`config.mk`:
```
export PLATFORM = sky130hd
export DESIGN_NAME = biriscv_csr_hpm_flat
export DESIGN_NICKNAME = d
export VERILOG_FILES = /design/src/rtl/biriscv_csr_hpm_pkg.sv /design/src/rtl/biriscv_csr_hpm_if.sv /design/src/rtl/biriscv_hpm_counter.sv /design/src/rtl/biriscv_csr_hpm.sv /design/src/flat_wrapper.sv
export SDC_FILE = /design/constraint.sdc
export NUM_CORES = 2
export LEC_CHECK = 0
export ABC_AREA = 1
export ABC_CLOCK_PERIOD_IN_PS = 11800
export CAP_MARGIN = 25
export CORE_UTILIZATION = 40
export DETAILED_ROUTE_END_ITERATION = 8
export PLACE_DENSITY_LB_ADDON = 0.15
export SETUP_SLACK_MARGIN = 0.02
export SYNTH_ARGS = -nofsm -noshare
export SYNTH_HDL_FRONTEND = slang
export SYNTH_SLANG_ARGS = --single-unit
```
`constraint.sdc`:
```
create_clock -name clk_i -period 11.8 [get_ports clk_i]
set_input_delay 2.95 -clock clk_i [delete_from_list [all_inputs] [get_ports clk_i]]
set_output_delay 2.95 -clock clk_i [all_outputs]
set_load 0.02 [all_outputs]
```
`src/rtl/biriscv_csr_hpm_pkg.sv`:
```
// CSR address map and mhpmevent field positions shared by the HPM counter bank.
package biriscv_csr_hpm_pkg;

    localparam logic [11:0] CSR_MCYCLE        = 12'hB00;
    localparam logic [11:0] CSR_MINSTRET      = 12'hB02;
    localparam logic [11:0] CSR_MHPMCOUNTER3  = 12'hB03;
    localparam logic [11:0] CSR_MCYCLEH       = 12'hB80;
    localparam logic [11:0] CSR_MINSTRETH     = 12'hB82;
    localparam logic [11:0] CSR_MHPMCOUNTER3H = 12'hB83;
    localparam logic [11:0] CSR_CYCLE         = 12'hC00;
    localparam logic [11:0] CSR_CYCLEH        = 12'hC80;
    localparam logic [11:0] CSR_MCOUNTINHIBIT = 12'h320;
    localparam logic [11:0] CSR_MHPMEVENT3    = 12'h323;
    localparam logic [11:0] CSR_MCOUNTEREN    = 12'h306;

    localparam int unsigned MHPMEVENT_OF   = 31;
    localparam int unsigned MHPMEVENT_MASK = 30;

    // Counter slot 0 is mcycle, slot 1 minstret, slots 2.. map to mhpmcounter3..
    function automatic logic [4:0] slot_idx(input int unsigned slot);
        if (slot == 0) return 5'd0;
        if (slot == 1) return 5'd2;
        return 5'(slot + 1);
    endfunction

    function automatic logic [31:0] cnt_mask(input int unsigned num_hpm);
        logic [31:0] m;
        m = 32'h0000_0005;
        for (int unsigned i = 3; i < 3 + num_hpm; i++) m[i] = 1'b1;
        return m;
    endfunction

endpackage

```
`src/rtl/biriscv_csr_hpm_if.sv`:
```
// CSR read (issue) and write (writeback) port into the HPM counter bank.
interface biriscv_csr_hpm_if;

    logic        csr_ren_i;
    logic [11:0] csr_raddr_i;
    logic [31:0] csr_rdata_o;
    logic        csr_hit_o;
    logic        csr_fault_o;
    logic [11:0] csr_waddr_i;
    logic [31:0] csr_wdata_i;

    modport master (
        output csr_ren_i, csr_raddr_i, csr_waddr_i, csr_wdata_i,
        input  csr_rdata_o, csr_hit_o, csr_fault_o
    );

    modport slave (
        input  csr_ren_i, csr_raddr_i, csr_waddr_i, csr_wdata_i,
        output csr_rdata_o, csr_hit_o, csr_fault_o
    );

endinterface

```
`src/rtl/biriscv_hpm_counter.sv`:
```
// Single wrapping counter with split lo/hi software writes and a carry-out pulse.
module biriscv_hpm_counter #(
    parameter int unsigned COUNTER_W = 48,
    parameter int unsigned INC_W     = 2
) (
    input  logic                 i_clk,
    input  logic                 i_rst,
    input  logic [INC_W-1:0]     i_inc,
    input  logic                 i_inhibit,
    input  logic                 i_wr_lo,
    input  logic                 i_wr_hi,
    input  logic [31:0]          i_wdata,
    output logic [COUNTER_W-1:0] o_value,
    output logic                 o_carry
);

    logic [COUNTER_W-1:0] r_value;
    logic [COUNTER_W:0]   w_sum;

    assign w_sum   = {1'b0, r_value} + {{(COUNTER_W + 1 - INC_W){1'b0}}, i_inc};
    // A software write discards this cycle's increment, so it cannot carry either.
    assign o_carry = w_sum[COUNTER_W] & ~i_inhibit & ~i_wr_lo & ~i_wr_hi;
    assign o_value = r_value;

    always_ff @(posedge i_clk or posedge i_rst) begin
        if (i_rst) begin
            r_value <= '0;
        end else if (i_wr_lo) begin
            r_value <= {r_value[COUNTER_W-1:32], i_wdata};
        end else if (i_wr_hi) begin
            r_value <= {i_wdata[COUNTER_W-33:0], r_value[31:0]};
        end else if (!i_inhibit) begin
            r_value <= w_sum[COUNTER_W-1:0];
        end
    end

endmodule

```
`src/rtl/biriscv_csr_hpm.sv`:
```
// Performance-counter CSR bank: mcycle, minstret, programmable mhpmcounters with
// event select, inhibit, user access control, sticky overflow and overflow interrupt.
module biriscv_csr_hpm #(
    parameter int unsigned NUM_HPM     = 4,
    parameter int unsigned COUNTER_W   = 48,
    parameter int unsigned NUM_EVENTS  = 8,
    parameter int unsigned EVENT_INC_W = 2
) (
    input  logic                              clk_i,
    input  logic                              rst_i,
    input  logic [1:0]                        instret_inc_i,
    input  logic [NUM_EVENTS*EVENT_INC_W-1:0] event_i,
    input  logic [1:0]                        priv_i,
    biriscv_csr_hpm_if.slave                  csr_bus,
    output logic                              ovf_irq_o
);

    import biriscv_csr_hpm_pkg::*;

    localparam int unsigned NumCnt  = NUM_HPM + 2;
    localparam int unsigned IncW    = (EVENT_INC_W > 2) ? EVENT_INC_W : 2;
    localparam logic [31:0] CntMask = cnt_mask(NUM_HPM);

    logic [COUNTER_W-1:0]   w_cnt [NumCnt];
    logic [NumCnt-1:0]      w_carry;
    logic [1:0]             w_unused_carry;
    logic [EVENT_INC_W-1:0] w_lane [NUM_EVENTS];
    logic [EVENT_INC_W-1:0] w_hpm_inc [NUM_HPM];

    logic [31:0]            r_inhibit;
    logic [31:0]            r_counteren;
    logic [7:0]             r_sel [NUM_HPM];
    logic [NUM_HPM-1:0]     r_of;
    logic [NUM_HPM-1:0]     r_mask;
    logic                   r_irq;

    logic [31:0]            w_rdata;
    logic                   w_hit;
    logic                   w_alias;
    logic [4:0]             w_idx;
    logic [63:0]            w_val;

    // mcycle and minstret wrap silently.
    assign w_unused_carry = w_carry[1:0];

    for (genvar k = 0; k < NUM_EVENTS; k++) begin : g_lane
        assign w_lane[k] = event_i[k*EVENT_INC_W +: EVENT_INC_W];
    end

    always_comb begin
        for (int i = 0; i < NUM_HPM; i++) begin
            w_hpm_inc[i] = '0;
            for (int k = 0; k < NUM_EVENTS; k++) begin
                if (r_sel[i] == 8'(k + 1)) w_hpm_inc[i] = w_lane[k];
            end
        end
    end

    for (genvar j = 0; j < NumCnt; j++) begin : g_cnt
        localparam logic [4:0] Idx = slot_idx(j);
        logic [IncW-1:0] w_inc;
        logic            w_wr_lo;
        logic            w_wr_hi;

        if (j == 0) begin : g_cycle
            assign w_inc = IncW'(1);
        end else if (j == 1) begin : g_instret
            assign w_inc = IncW'(instret_inc_i);
        end else begin : g_hpm
            assign w_inc = IncW'(w_hpm_inc[j-2]);
        end

        assign w_wr_lo = csr_bus.csr_waddr_i == (CSR_MCYCLE + 12'(Idx));
        assign w_wr_hi = csr_bus.csr_waddr_i == (CSR_MCYCLEH + 12'(Idx));

        biriscv_hpm_counter #(
            .COUNTER_W(COUNTER_W),
            .INC_W    (IncW)
        ) u_cnt (
            .i_clk    (clk_i),
            .i_rst    (rst_i),
            .i_inc    (w_inc),
            .i_inhibit(r_inhibit[Idx]),
            .i_wr_lo  (w_wr_lo),
            .i_wr_hi  (w_wr_hi),
            .i_wdata  (csr_bus.csr_wdata_i),
            .o_value  (w_cnt[j]),
            .o_carry  (w_carry[j])
        );
    end

    always_comb begin
        w_rdata = '0;
        w_hit   = 1'b0;
        w_alias = 1'b0;
        w_val   = '0;
        w_idx   = csr_bus.csr_raddr_i[4:0];
        if ((csr_bus.csr_raddr_i[11:8] == 4'hB || csr_bus.csr_raddr_i[11:8] == 4'hC) &&
            csr_bus.csr_raddr_i[6:5] == 2'b00 && w_idx != 5'd1) begin
            w_hit   = 1'b1;
            w_alias = csr_bus.csr_raddr_i[11:8] == 4'hC;
            for (int j = 0; j < NumCnt; j++) begin
                if (slot_idx(j) == w_idx) w_val = 64'(w_cnt[j]);
            end
            w_rdata = csr_bus.csr_raddr_i[7] ? w_val[63:32] : w_val[31:0];
        end else if (csr_bus.csr_raddr_i == CSR_MCOUNTINHIBIT) begin
            w_hit   = 1'b1;
            w_rdata = r_inhibit;
        end else if (csr_bus.csr_raddr_i == CSR_MCOUNTEREN) begin
            w_hit   = 1'b1;
            w_rdata = r_counteren;
        end else if (csr_bus.csr_raddr_i[11:5] == CSR_MHPMEVENT3[11:5] && w_idx >= 5'd3) begin
            w_hit = 1'b1;
            for (int i = 0; i < NUM_HPM; i++) begin
                if (w_idx == slot_idx(i + 2)) w_rdata = {r_of[i], r_mask[i], 22'b0, r_sel[i]};
            end
        end
        if (!csr_bus.csr_ren_i) w_rdata = '0;
    end

    assign csr_bus.csr_rdata_o = w_rdata;
    assign csr_bus.csr_hit_o   = w_hit;
    assign csr_bus.csr_fault_o = csr_bus.csr_ren_i & w_alias & (priv_i != 2'd3) &
                                 ~r_counteren[w_idx];

    always_ff @(posedge clk_i or posedge rst_i) begin
        if (rst_i) begin
            r_inhibit   <= '0;
            r_counteren <= '0;
            r_of        <= '0;
            r_mask      <= '0;
            r_irq       <= 1'b0;
            for (int i = 0; i < NUM_HPM; i++) r_sel[i] <= '0;
        end else begin
            if (csr_bus.csr_waddr_i == CSR_MCOUNTINHIBIT) begin
                r_inhibit <= csr_bus.csr_wdata_i & CntMask;
            end
            if (csr_bus.csr_waddr_i == CSR_MCOUNTEREN) begin
                r_counteren <= csr_bus.csr_wdata_i & CntMask;
            end
            // A hardware overflow in the same cycle beats a software clear of OF.
            for (int i = 0; i < NUM_HPM; i++) begin
                if (csr_bus.csr_waddr_i == CSR_MHPMEVENT3 + 12'(i)) begin
                    r_sel[i]  <= csr_bus.csr_wdata_i[7:0];
                    r_mask[i] <= csr_bus.csr_wdata_i[MHPMEVENT_MASK];
                    r_of[i]   <= csr_bus.csr_wdata_i[MHPMEVENT_OF] | w_carry[i+2];
                end else if (w_carry[i+2]) begin
                    r_of[i] <= 1'b1;
                end
            end
            r_irq <= |(r_of & ~r_mask);
        end
    end

    assign ovf_irq_o = r_irq;

endmodule

```
`src/flat_wrapper.sv`:
```
// flat-port wrapper written by rule: the top's interface ports become plain ports
module biriscv_csr_hpm_flat import biriscv_csr_hpm_pkg::*;
#(
    parameter int unsigned NUM_HPM     = 4,
    parameter int unsigned COUNTER_W   = 48,
    parameter int unsigned NUM_EVENTS  = 8,
    parameter int unsigned EVENT_INC_W = 2
)
  (clk_i, rst_i, instret_inc_i, event_i, priv_i, ovf_irq_o, csr_bus_csr_ren_i, csr_bus_csr_raddr_i, csr_bus_csr_waddr_i, csr_bus_csr_wdata_i, csr_bus_csr_rdata_o, csr_bus_csr_hit_o, csr_bus_csr_fault_o);
  biriscv_csr_hpm_if csr_bus_i ();
  input  logic clk_i;
  input  logic rst_i;
  input  logic [1:0] instret_inc_i;
  input  logic [NUM_EVENTS*EVENT_INC_W-1:0] event_i;
  input  logic [1:0] priv_i;
  output logic ovf_irq_o;
  input wire logic [$bits(csr_bus_i.csr_ren_i)-1:0] csr_bus_csr_ren_i;
  input wire logic [$bits(csr_bus_i.csr_raddr_i)-1:0] csr_bus_csr_raddr_i;
  input wire logic [$bits(csr_bus_i.csr_waddr_i)-1:0] csr_bus_csr_waddr_i;
  input wire logic [$bits(csr_bus_i.csr_wdata_i)-1:0] csr_bus_csr_wdata_i;
  output wire logic [$bits(csr_bus_i.csr_rdata_o)-1:0] csr_bus_csr_rdata_o;
  output wire logic [$bits(csr_bus_i.csr_hit_o)-1:0] csr_bus_csr_hit_o;
  output wire logic [$bits(csr_bus_i.csr_fault_o)-1:0] csr_bus_csr_fault_o;
  assign csr_bus_i.csr_ren_i = csr_bus_csr_ren_i;
  assign csr_bus_i.csr_raddr_i = csr_bus_csr_raddr_i;
  assign csr_bus_i.csr_waddr_i = csr_bus_csr_waddr_i;
  assign csr_bus_i.csr_wdata_i = csr_bus_csr_wdata_i;
  assign csr_bus_csr_rdata_o = csr_bus_i.csr_rdata_o;
  assign csr_bus_csr_hit_o = csr_bus_i.csr_hit_o;
  assign csr_bus_csr_fault_o = csr_bus_i.csr_fault_o;
  biriscv_csr_hpm #(.NUM_HPM(NUM_HPM), .COUNTER_W(COUNTER_W), .NUM_EVENTS(NUM_EVENTS), .EVENT_INC_W(EVENT_INC_W)) u_core (.clk_i(clk_i), .rst_i(rst_i), .instret_inc_i(instret_inc_i), .event_i(event_i), .priv_i(priv_i), .csr_bus(csr_bus_i), .ovf_irq_o(ovf_irq_o));
endmodule
```
[Word-level counts from Yosys, hierarchy flattened]
Cells that the tools add are included.
Cells by class
  equality and inequality tests: 85
  muxes and demuxes: 85
  add/subtract/negate cells: 6
  reduce and logical (&&, ||, !) cells: 22
  bitwise logic cells: 36
  order comparisons: 2
Operator list (number)
  2-to-1 mux 48 bit: 18
  2-to-1 mux 32 bit: 16
  adder 48 x 2 -> 49 bit: 4
  == test 12 bit (second input constant): 12
  == test 8 x 3 -> 1 bit (second input constant): 16
  == test 12 x 10 -> 1 bit (second input constant): 8
  == test 8 x 2 -> 1 bit (second input constant): 8
  2-to-1 mux 2 bit: 32
  adder 48 x 1 -> 48 bit (second input constant): 1
  adder 48 x 2 -> 48 bit: 1
  != test 2 bit (second input constant): 19
  == test 8 x 1 -> 1 bit (second input constant): 4
  == test 8 x 4 -> 1 bit (second input constant): 4
  AND reduction 2 bit: 12
  2-to-1 mux 1 bit: 16
  AND 1 bit: 15
  == test 3 x 5 -> 1 bit (first input constant): 3
  == test 5 x 3 -> 1 bit (second input constant): 3
  NOT 1 bit: 15
  == test 5 bit: 2
  2-to-1 mux 5 bit: 2
  == test 4 bit (second input constant): 2
  nonzero test 2 bit: 4
  == test 7 x 5 -> 1 bit (second input constant): 1
  13 further kinds: 18
Storage, ports and cells
  word-level logic and storage cells: 263
  register bits: 341
  output and inout port bits: 35
  input port bits: 79

[Depth between registers and ports, before layout]
  word-level depth: 17
  mapped depth: 25
  mapped depth without buffers: 25

[Modules after synthesis]
From an unflattened synthesis, not the netlist that was laid out.
Second synthesis, totals
  cells, all modules: 4828
  area total of the unflattened synthesis: 29507.0 µm²
By module, submodules not included
  biriscv_hpm_counter at u_core.g_cnt[0].u_cnt ...: cells each 614, area an instance 3871.2 µm², instances 5, sequential area each 1201.2 µm²
  biriscv_csr_hpm: cells each 1143, area an instance 6307.3 µm², instances 1, sequential area each 1326.3 µm²
  biriscv_hpm_counter at u_core.g_cnt[5].u_cnt: cells each 615, area an instance 3843.7 µm², instances 1, sequential area each 1201.2 µm²

[Worst setup path after synthesis]
OpenSTA, ideal clock, no wires.
  path kind: input port to output port
  from: in csr_bus_csr_raddr_i[3]
  to: out csr_bus_csr_rdata_o[3]
  path slack: 4.447 ns
  arrival time: 4.403 ns
  data required time: 8.850 ns
  stages on the path: 11
  path buffers: 2
  path through: inv_1 nand2_1 nor2_1 buf_2 nand2_1 nor2_1 buf_2 a21oi_1 nand2_1 a21oi_1 a21oi_1
Between the ends
  word-level cells in the longest chain between the ends: 10
  elaborated cells between the ends (all ways): 32
  classes of those cells: order compare (1); eq/ne (13); mux (16); reduce/logical (2)
RTL lines
  start, declared: line flat_wrapper.sv:18  | input wire logic [$bits(csr_bus_i.csr_raddr_i)-1:0] csr_bus_csr_raddr_i;
  == test 5 x 2 -> 1 bit or == test 5 bit (tied branches): line biriscv_csr_hpm.sv:103, biriscv_csr_hpm.sv:115
  2-to-1 mux 32 bit or 2-to-1 mux 48 bit (tied branches) (4 in a row): line biriscv_csr_hpm.sv:115, biriscv_csr_hpm.sv:103
  2-to-1 mux 32 bit or 2-to-1 mux 48 bit (tied branches): line biriscv_csr_hpm.sv:112, biriscv_csr_hpm.sv:103
  2-to-1 mux 32 bit or 2-to-1 mux 48 bit (tied branches): line biriscv_csr_hpm.sv:109, biriscv_csr_hpm.sv:103
  2-to-1 mux 32 bit (on tied branches): line biriscv_csr_hpm.sv:106, biriscv_csr_hpm.sv:105
  2-to-1 mux 32 bit *: line biriscv_csr_hpm.sv:98  | if ((csr_bus.csr_raddr_i[11:8] == 4'hB || csr_bus.csr_raddr_i[11:8] == 4'hC) &&
  2-to-1 mux 32 bit *: line biriscv_csr_hpm.sv:118  | if (!csr_bus.csr_ren_i) w_rdata = '0;
  end, declared: line flat_wrapper.sv:21  | output wire logic [$bits(csr_bus_i.csr_rdata_o)-1:0] csr_bus_csr_rdata_o;
Every way passes the cells marked *; elsewhere a longest branch is shown, timed or not.

[Worst setup path after layout]
  from: in csr_bus_csr_raddr_i[2]
  to: out csr_bus_csr_rdata_o[4]
The elaborated chain is that of the path after synthesis.

==> results.md <==
Outcome:
- The run finished with clean final reports.

Die:
- The cell row count is 97.
- Pin placement for this block handled 114 I/O pins.
- The core region is between 0.06 and 0.07 mm2.
- The die covers 0.0716 mm2.
- The floorplan step set the die width to 268 um.
- The initial standard-cell utilization of the core is between 40% and 50%.
- The overall die height is 268 um.

CTS:
- The CTS root buffer is sky130_fd_sc_hd__clkbuf_16.
- The clock-pin slew reported for the worst setup and hold paths after clock tree synthesis is 0.06 ns.
- In this run the deepest clock path goes through 3 buffers.
- The post-cts repair resize count is 0.
- Counting every sink on the clock net gives 341.
- The hold-fix buffer count after cts is 0.
- Clock tree synthesis inserted a total of 45 buffers.
- The maximum level of the CTS H-tree is 2.
- TritonCTS built the clock tree.
- Buffers added to address setup during post-CTS repair amount to 0.
- The clock insertion delay at the later pin of the skew report is 0.62 ns.

Layout:
- With fillers left out, the area of the finished cells amounts to 0.0320 mm2.
- Fill cells in the final layout number 7690.
- The final core area utilization is between 40% and 50%.
- Compared with the post-synthesis result, the final layout area differs by 13.3%.
- In the final layout, the share of cells above drive strength 1 is about 4%.
- At the end of the flow, the number of nets in the layout was 4824.
- The count of cells in the finished layout, fillers not included, comes to 5713.

STA:
- Setup repair after global routing left no endpoint under its margin.
- The shortest clock period the worst path allows after layout is 10.20 ns.
- In this run the tightest slew margin relative to its limit is 20.0%.
- Across all setup checks in the final design, the least slack found is 1.60 ns.
- The clock skew after layout is 0.0287 ns.
- Setup total negative slack on the finished layout was measured at 0 ns.
- The count of pins over their slew limit is 0.
- Setup violations remaining at the end of the flow were counted as 0.
- Timing would allow up to 0.0980 GHz.
- Of the available clock period, the critical path in the final layout requires between 80 and 90%.
- The number of hold violations in the final report is 0.
- The actual transition at the worst max-transition pin is 1.20 ns.

Synthesis:
- After synthesis the netlist holds a flip-flop and latch count of around 340.
- When the netlist entered floorplanning its net count stood at around 4800.
- sky130_fd_sc_hd__dfrtp_1 takes more of the synthesized area than any other cell.
- Yosys attributes the largest share of cell area to sky130_fd_sc_hd__dfrtp_1 (30%), sky130_fd_sc_hd__nand2_1 (18%), sky130_fd_sc_hd__nor2_1 (7.8%).
- The share of the Yosys chip area taken by registers is 30.2%.
- The area of the mapped netlist is between 0.02 and 0.03 mm2.
- The number of distinct library cell variants in the gate-level netlist after synthesis is 42.
- Counting flops with an async set or reset pin after synthesis yields a share of 100%.
- During synthesis, Yosys emitted a total of 0 warnings.
- The number of instances in the synthesized netlist is 4663.
- The count of flip-flops with a built-in enable after synthesis is 0.
- Among all flip-flop cells after synthesis, the most frequent one is sky130_fd_sc_hd__dfrtp_1.
- The synthesized area per cell is 6.05 um2.
- The synthesized design devotes to its leading area cell type 30.2% of total area.

Run:
- The max-capacitance violation count is 0.

Detailed routing:
- For this run, design rule violations remaining after detail routing come to 0.
- The residual antenna-violating net count after detailed routing is 0.
- After the first detailed-routing iteration, the DRC count stood at approximately 5400.
- After detailed routing, the average wire length per cell comes to about 31 um.
- The total length of routed wires is 175000 um.
- Detailed routing inserted a total of 36035 vias.
- In the routed layout, each cell is associated on average with a via count of 6.31.
- The first detailed-routing pass ran for 8 iterations.

Global route:
- The first-pass GRT wire length is 242000 um.
- The global route total overflow is 0.
- Entering global routing, the biggest net connects 145 pins.
- The number of global-route vias before repair is 32213.
- The number of antenna violations at the first check in global routing is 14.
- The global routing usage summed across all routing layers is roughly 48%.

Placement:
- At the end of routability-driven placement, the weighted congestion stood at 1.09.
- The instance count after placement with tap cells included is 5620.
- The wire-length estimate of the detail-placed layout is 136000 um.
- The worst-case setup slack after placement is 1.85 ns.
- The area after detailed placement is between 0.03 and 0.04 mm2.
- The count of buffers from port buffering is 113.

Worst setup path:
- The type of element capturing the critical path is an output port.
- At the worst endpoint, the required time is 8.85 ns.
- The worst register-to-register path ends at u_core.r_of[2]$_DFFE_PP0P_.
- The depth of the worst register-to-register path is 23.
- The sort of element at the start of the critical path is an input pin.
- The worst flop-to-flop path startpoint is u_core.r_sel[15]$_DFFE_PP0N_.
- The worst register-to-register path has a setup slack of 5.97 ns.
- STA puts the critical path data arrival time at about 7.3 ns.
- The largest fanout on the critical path is 17.
- The worst setup path is of the input pin to output port kind.

Power:
- The total power per unit cell area is approximately 140 mW/mm2.
- The peak supply drop is 0.000118 V.
- For this design the static power due to leakage is 14.8 nW.

Worst hold path:
- For hold timing, the worst endpoint is u_core.r_sel[15]$_DFFE_PP0N_.
- The hold path startpoint is u_core.r_sel[15]$_DFFE_PP0N_.
- The tightest min-delay check is of the flip-flop to flip-flop type.
- The worst hold path was traced through 2 stages.
==> registers in the layout, indices dropped and copies added, names as in the netlist <==
signal                      cells
u_core.g_cnt.u_cnt.o_value    288
u_core.r_sel                   32
u_core.r_counteren              6
u_core.r_inhibit                6
u_core.r_mask                   4
u_core.r_of                     4
u_core.ovf_irq_o                1
==> routing by layer <==
layer / routed length, um / part of all wire (%) / vias up / track usage, %
li1: - / - / 15751 / -
met1: 67400 / 39 / 17130 / 62.1
met2: 70200 / 40 / 2543 / 67.3
met3: 21900 / 13 / 597 / 13.4
met4: 15100 / 8.7 / 14 / 36.4
met5: 81 / 0.046 / - / 0
==> kinds of logic after synthesis <==
logic type	synth area share, %
DFF	30.2
adders and majority gates	0.842
buffers and inverters	9.67
xor gates and xnor gates	0.962
AOI/OAI and AO/OA	15.0
and+or+nand+nor	43.3
==> through the flow <==
step	hold slack, ns	power (W)
CTS	0.487	0.00439
detailed placement	0.474	0.00289
global route	0.501	0.00460
global placement	0.468	0.00289
floorplan	0.447	0.00227
finish	0.488	0.00448
==> where the power goes <==
group          switching, W  internal [W]  total [W]
clock network      0.000611      0.000905    0.00152
registers          0.000368       0.00135    0.00172
logic              0.000895      0.000347    0.00124
total               0.00187       0.00260    0.00448
==> worst max-delay path, cell delays in order <==
cell                              delay [ns]
sky130_fd_sc_hd__clkdlybuf4s50_1        0.65
sky130_fd_sc_hd__inv_1                  0.13
sky130_fd_sc_hd__nand2_1                0.06
sky130_fd_sc_hd__nor2_1                 0.64
sky130_fd_sc_hd__nand2_1                0.76
sky130_fd_sc_hd__nor2_1                 0.92
sky130_fd_sc_hd__a21oi_1                0.09
sky130_fd_sc_hd__nand2_1                0.11
sky130_fd_sc_hd__a21oi_1                0.06
sky130_fd_sc_hd__a21oi_1                0.21
sky130_fd_sc_hd__clkdlybuf4s50_1        0.66
==> worst max path at each step <==
stage | from | to | slack [ns] | depth (start not counted)
after floorplan | rst_i | u_core.g_cnt[0].u_cnt.o_value[0]$_DFFE_PP0P_ | 4.29 | 1
after global placement | csr_bus_csr_raddr_i[2] | csr_bus_csr_rdata_o[4] | 1.87 | 11
after detailed placement | csr_bus_csr_raddr_i[2] | csr_bus_csr_rdata_o[4] | 1.85 | 11
after CTS | csr_bus_csr_raddr_i[2] | csr_bus_csr_rdata_o[4] | 1.84 | 11
after global routing | csr_bus_csr_raddr_i[2] | csr_bus_csr_rdata_o[4] | 1.41 | 11
final | csr_bus_csr_raddr_i[2] | csr_bus_csr_rdata_o[4] | 1.60 | 11
==> synthesized netlist by cell type (9+ instances only) <==
cell	instances
sky130_fd_sc_hd__nand2_1	1371
sky130_fd_sc_hd__clkinv_1	9
sky130_fd_sc_hd__nor4_1	18
sky130_fd_sc_hd__nand4_1	255
sky130_fd_sc_hd__buf_2	54
sky130_fd_sc_hd__o211ai_1	45
sky130_fd_sc_hd__dfrtp_1	341
sky130_fd_sc_hd__nand3_1	430
sky130_fd_sc_hd__o21ai_1	36
sky130_fd_sc_hd__o221ai_1	43
sky130_fd_sc_hd__ha_1	11
sky130_fd_sc_hd__nor2_1	583
sky130_fd_sc_hd__clkbuf_1	90
sky130_fd_sc_hd__o21ai_0	271
sky130_fd_sc_hd__o21bai_1	59
sky130_fd_sc_hd__inv_1	526
sky130_fd_sc_hd__xor2_1	24
sky130_fd_sc_hd__nor3_1	144
sky130_fd_sc_hd__a21oi_1	166
sky130_fd_sc_hd__inv_2	26
sky130_fd_sc_hd__o22ai_1	87
==> area by class of cell <==
cell class	instances	area [um2]	share of cell area [%]
Antenna cell	11	27.5	0.0861
Clock buffer	63	1320	4.11
Clock inverter	17	241	0.755
Inverter	561	2110	6.59
Multi-Input combinational cell	3614	17000	53.1
Sequential cell	341	8530	26.7
Tap cell	940	1180	3.68
Timing Repair Buffer	166	1610	5.03
==> layout by cell type (no fill, tap or decap), drive strengths merged, types with 7 or more instances in the layout <==
master	Yosys	routed
clkbuf	90	63
buf	57	53
clkinv	9	18
o21ai	311	311
o211ai	45	45
xor2	24	24
nand2	1378	1378
xnor2	7	7
o21bai	59	59
ha	11	11
nor3	148	148
a21oi	170	170
o221ai	43	43
nand4	255	255
nor2	593	593
inv	552	552
nand3	431	431
dfrtp	341	341
diode	0	11
clkdlybuf4s50	0	113
o22ai	87	87
nor4	19	19
No activity file was read; power rests on OpenSTA's default activity.
